### config.mk
export PLATFORM = sky130hd
export DESIGN_NAME = a2d_round_robin
export DESIGN_NICKNAME = d
export VERILOG_FILES = /design/src/rtl/a2d_round_robin.sv
export SDC_FILE = /design/constraint.sdc
export NUM_CORES = 1
export LEC_CHECK = 0
export CAP_MARGIN = 15
export CORE_UTILIZATION = 58
export CTS_CLUSTER_DIAMETER = 100
export DETAILED_ROUTE_END_ITERATION = 8
export PLACE_DENSITY = 0.84
export SYNTH_ARGS = -nofsm -noshare
export SYNTH_HDL_FRONTEND = slang
export SYNTH_SLANG_ARGS = --single-unit
### constraint.sdc
create_clock -name clk -period 4.6 [get_ports clk]
set_input_delay 0.92 -clock clk [delete_from_list [all_inputs] [get_ports clk]]
set_output_delay 0.92 -clock clk [all_outputs]
set_load 0.005 [all_outputs]
### src/rtl/a2d_round_robin.sv
// Round-robin A2D scheduler and SPI master: converts channels 0,1,3,4 of an external
// 12-bit A2D once per CONV_PERIOD clocks and holds each latest result.
module a2d_round_robin #(
  parameter int unsigned CONV_PERIOD = 16384,
  parameter int unsigned SCLK_DIV    = 32
) (
  input  logic        clk,
  input  logic        rst,
  input  logic        MISO,
  output logic        SS_n,
  output logic        SCLK,
  output logic        MOSI,
  output logic [11:0] batt,
  output logic [11:0] curr,
  output logic [11:0] brake,
  output logic [11:0] torque,
  output logic        conv_done
);

  localparam int unsigned TmrW = $clog2(CONV_PERIOD);
  localparam int unsigned PhW  = $clog2(SCLK_DIV);

  localparam logic [TmrW-1:0] TmrLast = TmrW'(CONV_PERIOD - 1);
  localparam logic [PhW-1:0]  PhLast  = PhW'(SCLK_DIV - 1);
  localparam logic [PhW-1:0]  PhRise  = PhW'(SCLK_DIV / 2 - 1);

  typedef enum logic [2:0] {
    StIdle,
    StFrame1,
    StGap,
    StFrame2,
    StDone
  } state_e;

  state_e          state_q, state_d;
  logic [TmrW-1:0] tmr_q, tmr_d;
  logic            start_q, start_d;
  logic [1:0]      slot_q, slot_d;
  logic [PhW-1:0]  ph_q, ph_d;
  logic [3:0]      bit_q, bit_d;
  logic            ss_n_q, ss_n_d;
  logic            sclk_q, sclk_d;
  logic [15:0]     tx_q, tx_d;
  // Only the low 12 received bits survive 16 shifts, which is exactly the result field.
  logic [11:0]     rx_q, rx_d;
  logic [11:0]     batt_q, batt_d;
  logic [11:0]     curr_q, curr_d;
  logic [11:0]     brake_q, brake_d;
  logic [11:0]     torque_q, torque_d;
  logic            done_q, done_d;
  logic [2:0]      ch;

  always_comb begin
    ch = 3'd0;
    unique case (slot_q)
      2'd0: ch = 3'd0;
      2'd1: ch = 3'd1;
      2'd2: ch = 3'd3;
      2'd3: ch = 3'd4;
      default: ch = 3'd0;
    endcase
  end

  always_comb begin
    state_d  = state_q;
    slot_d   = slot_q;
    ph_d     = ph_q;
    bit_d    = bit_q;
    ss_n_d   = ss_n_q;
    sclk_d   = sclk_q;
    tx_d     = tx_q;
    rx_d     = rx_q;
    batt_d   = batt_q;
    curr_d   = curr_q;
    brake_d  = brake_q;
    torque_d = torque_q;
    done_d   = 1'b0;
    start_d  = (tmr_q == TmrLast);
    tmr_d    = (tmr_q == TmrLast) ? '0 : tmr_q + 1'b1;

    unique case (state_q)
      StIdle: begin
        if (start_q) begin
          state_d = StFrame1;
          ss_n_d  = 1'b0;
          sclk_d  = 1'b0;
          ph_d    = '0;
          bit_d   = '0;
          tx_d    = {2'b00, ch, 11'h000};
        end
      end
      StFrame1, StFrame2: begin
        ph_d = ph_q + 1'b1;
        if (ph_q == PhRise) begin
          sclk_d = 1'b1;
          rx_d   = {rx_q[10:0], MISO};
        end
        if (ph_q == PhLast) begin
          sclk_d = 1'b0;
          ph_d   = '0;
          bit_d  = bit_q + 1'b1;
          tx_d   = {tx_q[14:0], 1'b0};
          if (bit_q == 4'd15) begin
            ss_n_d  = 1'b1;
            tx_d    = '0;
            state_d = (state_q == StFrame1) ? StGap : StDone;
          end
        end
      end
      StGap: begin
        ph_d = ph_q + 1'b1;
        if (ph_q == PhLast) begin
          state_d = StFrame2;
          ss_n_d  = 1'b0;
          ph_d    = '0;
          bit_d   = '0;
          tx_d    = '0;
        end
      end
      StDone: begin
        done_d  = 1'b1;
        slot_d  = slot_q + 1'b1;
        state_d = StIdle;
        unique case (slot_q)
          2'd0: batt_d   = rx_q;
          2'd1: curr_d   = rx_q;
          2'd2: brake_d  = rx_q;
          2'd3: torque_d = rx_q;
          default: ;
        endcase
      end
      default: state_d = StIdle;
    endcase
  end

  always_ff @(posedge clk) begin
    if (rst) begin
      state_q  <= StIdle;
      tmr_q    <= '0;
      start_q  <= 1'b0;
      slot_q   <= '0;
      ph_q     <= '0;
      bit_q    <= '0;
      ss_n_q   <= 1'b1;
      sclk_q   <= 1'b0;
      tx_q     <= '0;
      rx_q     <= '0;
      batt_q   <= '0;
      curr_q   <= '0;
      brake_q  <= '0;
      torque_q <= '0;
      done_q   <= 1'b0;
    end else begin
      state_q  <= state_d;
      tmr_q    <= tmr_d;
      start_q  <= start_d;
      slot_q   <= slot_d;
      ph_q     <= ph_d;
      bit_q    <= bit_d;
      ss_n_q   <= ss_n_d;
      sclk_q   <= sclk_d;
      tx_q     <= tx_d;
      rx_q     <= rx_d;
      batt_q   <= batt_d;
      curr_q   <= curr_d;
      brake_q  <= brake_d;
      torque_q <= torque_d;
      done_q   <= done_d;
    end
  end

  assign SS_n      = ss_n_q;
  assign SCLK      = sclk_q;
  assign MOSI      = tx_q[15];
  assign batt      = batt_q;
  assign curr      = curr_q;
  assign brake     = brake_q;
  assign torque    = torque_q;
  assign conv_done = done_q;

endmodule

# Word-level counts from Yosys, hierarchy flattened
# Index checks and enable logic that the tools add are counted.
[word_totals] elab_cells=81 inputBits=3 regBits=108 out_inout_bits=52
[classes] n_addsub=4 n_reduce_logical=18 n_eq_ne=16 muxes=28
[ops] cell="2-to-1 mux 16 bit" count=4
[ops] cell="case mux 16 bit (3 select lines)" count=1
[ops] cell="2-to-1 mux 3 bit" count=5
[ops] cell="adder 14 x 1 -> 14 bit (second input constant)" count=1
[ops] cell="equality test 14 bit (second input constant)" count=1
[ops] cell="2-to-1 mux 4 bit" count=3
[ops] cell="case mux 3 bit (4 select lines)" count=1
[ops] cell="case mux 4 bit (3 select lines)" count=1
[ops] cell="AND reduction 2 bit" count=6
[ops] cell="2-to-1 mux 5 bit" count=2
[ops] cell="case mux 5 bit (2 select lines)" count=1
[ops] cell="case mux 3 bit (3 select lines)" count=1
[ops] cell="inequality test 2 bit (second input constant)" count=4
[ops] cell="AND reduction 4 bit" count=2
[ops] cell="2-to-1 mux 1 bit" count=7
[ops] cell="equality test 3 x 2 -> 1 bit (second input constant)" count=2
[ops] cell="adder 5 x 1 -> 5 bit (second input constant)" count=1
[ops] cell="equality test 5 x 4 -> 1 bit (second input constant)" count=1
[ops] cell="equality test 5 bit (second input constant)" count=1
[ops] cell="AND reduction 5 bit" count=1
[ops] cell="adder 4 x 1 -> 4 bit (second input constant)" count=1
[ops] cell="equality test 2 bit (second input constant)" count=2
[ops] cell="equality test 4 bit (second input constant)" count=1
[ops] cell="nonzero test 2 bit" count=2
[ops] cell="13 further kinds" count=14

# Depth between registers and ports, before layout
# Gate-level depths: netlist of the first run.
[depth] ltp_word=5 depth_mapped=8 ltp_nobuf=7

# Worst setup path before layout of the first run
# No wires, ideal clock.
[synth_path] path_kind="input to register" startpoint="input rst" endpoint="register batt_q[11], in the netlist batt[11]" path_slack_ns=2.770 stages=4 required_time_ns=4.468 arrival_ns=1.698 n_path_buf=3 setup_ns=0.132 cell_sequence="buf_2 > buf_1 > buf_1 > a21oi_1"
[synth_lines] item="from (decl)" line="8" source="input logic rst,"
[synth_lines] item="to (signal assigned)" line="164" source="batt_q <= batt_d;"
[synth_lines] item="to (decl)" line="46" source="logic [11:0] batt_q, batt_d;"
# No word-level cell between the ends.

# Worst setup path after layout of the first run
[layout_path] startpoint="register brake_q[5], in the netlist brake[5]" endpoint="output brake[5]"
[layout_lines] item="from (decl)" line="48" source="logic [11:0] brake_q, brake_d;"
[layout_lines] item="from (signal assigned)" line="166" source="brake_q <= brake_d;"
[layout_lines] item="to (decl)" line="15" source="output logic [11:0] brake,"
# No word-level cell between the ends.

==> results of run 1 <==
[power breakdown]
group,internal [mW],total (mW),switching [mW]
logic,0.00470,0.0201,0.0154
registers,0.842,0.845,0.00281
clock network,0.245,0.528,0.283
[logic make-up (layout without fill, tap and decap cells)]
family	count (synthesis)	in the layout	synth area share, %
compound gates	91	91	13.3
xor+xnor	16	16	3.68
fa+ha+maj	11	11	3.62
buf+inv	33	75	4.01
flops	97	97	51.1
mux	1	1	0.263
simple gates	208	208	24.0
[layer usage]
layer	share of wire, %	global-route usage [%]	vias up
met5	0	0	-
met4	2.8	12.7	0
met3	4.4	3.88	18
met2	49	39.7	81
met1	44	30.5	1494
li1	-	-	1612
[sequential cells by signal (all words and copies together) (netlist names)]
| register | count |
|---|---|
| SCLK | 1 |
| SS_n | 1 |
| batt | 12 |
| bit_q | 4 |
| brake | 12 |
| conv_done | 1 |
| curr | 12 |
| ph_q | 5 |
| rx_q | 12 |
| slot_q | 2 |
| start_q | 1 |
| state_q | 3 |
| tmr_q | 14 |
| torque | 12 |
| tx_q | 5 |
[synthesized netlist by cell type (7+ instances only)]
cell type / count / share of area (%)
nor2_1: 24 / 2.4
xor2_1: 12 / 2.8
dfxtp_1: 97 / 51
a21oi_1: 71 / 9.3
and3_1: 9 / 1.5
ha_1: 11 / 3.6
clkbuf_1: 12 / 1.2
nand3_1: 27 / 3.6
nand2_1: 121 / 12
nor3_1: 7 / 0.92
nand4_1: 7 / 1.2
buf_2: 11 / 1.4
[cell type report]
type / instances / area, um^2 / share of cell area, %
clock inverter: 5 / 58.8 / 1.31
inverter: 5 / 18.8 / 0.417
clock buffer: 9 / 124 / 2.75
tap: 77 / 96.3 / 2.14
multi-input combinational: 327 / 1710 / 38.0
sequential: 97 / 1940 / 43.2
timing repair buffer: 56 / 551 / 12.2
[path summary, 6_finish.rpt]
kind                            endpoint  depth (start not counted)  slack [ps]
worst max-delay path            brake[5]                          1        2450
worst max register to register   curr[3]                          4        2510
worst min-delay path            brake[1]                          2         460
worst min register to register  brake[1]                          2         460
==> out/metrics.yaml, run 1 <==
place:
  place_ws_ps: 2420
  placed_area_um2: 4320
  placed_cells: 562
  io_buffers: 54
  dpl.hpwl_um: 5290
  routabilityCongestion: 0.789
clocking:
  numCtsBuffers: 9
  clk_pin_slew_ps: 90
  cts_resized: 0
  cts_tree: "done"
  holdBufCountCts: 0
  cts_buffer_depth: 2
  cts-root-buf: "clkbuf_8"
  cts_setup_buffers: 0
  cts_sinks: 97
  cts_max_level: 3
  worst_skew_pair.late_latency_ps: 360
worst_setup_path:
  cp-end-kind: "output pin"
  arrival_ps: 1230
  crit_type: "reg -> out"
  path_delay_family: "buffers and inverters"
  slowest_delay_ps: 510
  critical_path_buf_inv_count: 1
  startpoint_type: "flip-flop"
  worstPathCellList: "clkdlybuf4s50_1"
  path_max_fanout: 2
  slowest_stage: "clkdlybuf4s50_1"
  crit_start: "brake[5]"
  required_ps: 3680
  reg2reg_from: "state_q[0]"
timing:
  worst_slew_pin_slew_ps: 808
  finalHoldViolations: 0
  clock.fmax_ghz: 0.466
  slew_headroom_pct: 45.9
  rsz0062_at_grt: "no"
  setup_viol: 0
  fin_worst_skew_ps: 12.4
  holdWs_ps: 457
  finalMaxSlewViolations: 0
  setup_total_negative_slack_ps: 0
  worst_slack_ps: 2450
  min_period_ps: 2150
  period_share_pct: 46.6
power:
  vdd_ir_drop_max_uv: 231
  p_leak_nw: 1.53
  pwr_density_cell_nw_per_um2: 310
  power.total_mw: 1.39
layout:
  num-nets-final: 510
  drive_gt1_share_pct: 4.41
  stdcell_count: 576
  final_common_cell: "nand2_1"
  mostFrequentLayoutCells: "nand2_1 (121), dfxtp_1 (97), a21oi_1 (71), clkdlybuf4s50_1 (53), nand3_1 (27)"
  n_antenna_cell: 0
  nFillCells: 512
  fin_util_pct: 70.9
  fin_area_um2: 4500
  areaGrowthSynthToFinish_pct: 18.3
floorplanning:
  pin_count: 55
  die_x_um: 83.0
  core_um2: 6350
  die_area_um2: 6890
  start_util_pct: 59.9
  fp-row-count: 29
  die_y_um: 83.0
global_routing:
  gr-total-overflow: 0
  grtUsageTotal_pct: 24.1
  antenna_found_initial: 0
  grt_start_max_net_pins: 82
  grt_pass1_vias: 2939
  grt_pass1_wl_um: 13400
yosys:
  syn-num-nets: 471
  syn-instance-count: 457
  ys_seq_area_share_pct: 51.1
  synth-edff-count: 0
  synth_warnings: 0
  netlist_area_um2: 3800
  async_flop_share_pct: 0
  syn_avg_cell_area_um2: 8.32
  netlist-cell-type-count: 39
  ys.flop_type: "dfxtp_1"
  synth_seq_cells: 97
status:
  status: "finished clean"
route:
  drt_iter0_markers: 202
  wl_per_cell_um: 13.9
  drc_errors: 0
  vias: 3205
  vias_per_cell: 5.56
  postRouteAntennaNets: 0
  drt_pass1_iterations: 4
  drt_wl_total_um: 8020
flow_run:
  cap_violations: 0
hold_path:
  hp-start: "brake[1]"
  hp-class: "reg -> reg"
(Power assumes the default switching activity.)
==> run 2: changes to the inputs <==
--- a/config.mk
+++ b/config.mk
@@ -6,10 +6,10 @@
 export NUM_CORES = 1
 export LEC_CHECK = 0
 export CAP_MARGIN = 15
-export CORE_UTILIZATION = 58
+export CORE_UTILIZATION = 54
 export CTS_CLUSTER_DIAMETER = 100
 export DETAILED_ROUTE_END_ITERATION = 8
-export PLACE_DENSITY = 0.84
+export PLACE_DENSITY = 0.79
 export SYNTH_ARGS = -nofsm -noshare
 export SYNTH_HDL_FRONTEND = slang
 export SYNTH_SLANG_ARGS = --single-unit
==> constraint.sdc (replaced) <==
create_clock -name clk -period 2 [get_ports clk]
set_input_delay 0.4 -clock clk [delete_from_list [all_inputs] [get_ports clk]]
set_output_delay 0.4 -clock clk [all_outputs]
set_load 0.005 [all_outputs]
==> run 2 against run 1 <==
Clock power rose to 2.9 times the previous value. Sequential cell count did not move. Wire length rose by 1.9%. Via count increased by 1.5%. Die area grew 7.2%. Critical path type is now reg -> reg.
==> out/metrics.yaml, run 2 (same netlist as run 1, synthesis figures left out) <==
layout:
  final_common_cell: "nand2_1"
  largest_register_ffs: 14
  drive_gt1_share_pct: 5.36
  areaGrowthSynthToFinish_pct: 21.6
  mostFrequentLayoutCells: "nand2_1 (121), dfxtp_1 (97), a21oi_1 (71), clkdlybuf4s50_1 (53), nand3_1 (27)"
  fin_util_pct: 68.1
  largest_register: "tmr_q"
  n_antenna_cell: 0
  num-nets-final: 513
worst_setup_path:
  path_max_fanout: 9
  cp-end-kind: "flip-flop"
  required_ps: 2230
  slowest_delay_ps: 340
  startpoint_type: "flip-flop"
  slowest_stage: "dfxtp_1"
  arrival_ps: 2070
  crit_top_cell: "ha_1"
  crit_type: "reg -> reg"
  worstPathCellList: "ha_1 > and3_1 > ha_1 > o21ai_2 > a21o_1 > a2bb2oi_1 > nor2_1"
global_routing:
  grt_start_max_net_pins: 82
  grt_pass1_vias: 2948
  antenna_found_initial: 0
  grtUsageTotal_pct: 23.4
  grt_pass1_wl_um: 13600
  gr-total-overflow: 0
power:
  pwr_density_cell_nw_per_um2: 762
  p_leak_nw: 1.59
  vdd_ir_drop_max_uv: 457
timing:
  fin_worst_skew_ps: 14.0
  finalMaxSlewViolations: 0
  finalHoldViolations: 0
  slew_headroom_pct: 66.8
  min_period_ps: 1840
  setup_total_negative_slack_ps: 0
  clock.fmax_ghz: 0.543
  rsz0062_at_grt: "no"
  worst_slew_pin_slew_ps: 497
  setup_viol: 0
  period_share_pct: 92.1
clocking:
  clk_pin_slew_ps: 90
  cts_tree: "done"
  cts_resized: 0
  cts-root-buf: "clkbuf_8"
  cts_sinks: 97
  holdBufCountCts: 0
  numCtsBuffers: 9
  cts_setup_buffers: 0
  cts_max_level: 3
  worst_skew_pair.late_latency_ps: 360
  cts_buffer_depth: 2
floorplanning:
  fp-row-count: 30
  die_area_um2: 7380
  core_um2: 6790
  die_x_um: 85.9
  die_y_um: 85.9
  pin_count: 55
  start_util_pct: 56.0
route:
  postRouteAntennaNets: 0
  drt_pass1_iterations: 5
  vias: 3254
  drt_iter0_markers: 243
  drc_errors: 0
  drt_wl_total_um: 8170
  vias_per_cell: 5.42
  wl_per_cell_um: 13.6
place:
  io_buffers: 54
  routabilityCongestion: 0.802
  dpl.hpwl_um: 5500
status:
  status: "finished clean"
hold_path:
  hp-class: "reg -> reg"
flow_run:
  cap_violations: 0
-- run 2: cell types whose count changed in the layout (fill, tap and decap cells not counted) --
cell,delta
clkinv_4,-1
clkinv_2,-1
buf_12,+1
clkbuf_8,+1
inv_6,+1
bufinv_16,+2
buf_4,+2
-- run 2: final cells by class --
cell class | count | area (um^2)
fillers | 575 | 2170
flip-flops and latches | 97 | 1940
multi-input cells | 327 | 1710
repair buffers | 59 | 586
clock buffers | 10 | 138
well taps | 96 | 120
clock inverters | 6 | 114
inverters | 5 | 18.8
-- run 2: worst max-delay path: cells and delay by family, from the launching register on --
kind            cells  cell delay (ps)
compound gates      3              670
fa+ha+maj           2              460
flops               1              340
simple gates        2              250
-- run 2: through the flow --
stage	power, mW	std cells	instance area [um^2]	worst slack, ps	hold WS (ps)
floorplan	2.02	457	3800	346	426
global placement	2.04	584	4380	277	438
detailed placement	2.04	584	4380	178	446
CTS	3.54	600	4630	159	459
global route	3.62	600	4630	39.7	474
finish	3.53	600	4630	158	459
-- run 2: metal layers --
metal	part of all wire, %	global-route usage, %	routed length (um)
met2	49	40.3	4020
met1	45	28.8	3660
met3	5.0	5.97	410
met5	0	0	0
met4	0.93	6.67	76
-- run 2: path summary, 6_finish.rpt --
| check | from | to | slack, ps | cells after the start |
|---|---|---|---|---|
| worst max-delay path | ph_q[0] | state_q[0] | 160 | 7 |
| worst min-delay path | curr[9] | curr[9] | 460 | 2 |
| worst max register to register | ph_q[0] | state_q[0] | 160 | 7 |
| worst min register to register | curr[9] | curr[9] | 460 | 2 |
-- run 2: power breakdown --
group	switching, mW	leakage, nW	internal, mW
registers	0.00675	0.782	1.94
clock network	0.665	0.119	0.869
logic	0.0361	0.685	0.0135
total	0.708	1.59	2.82
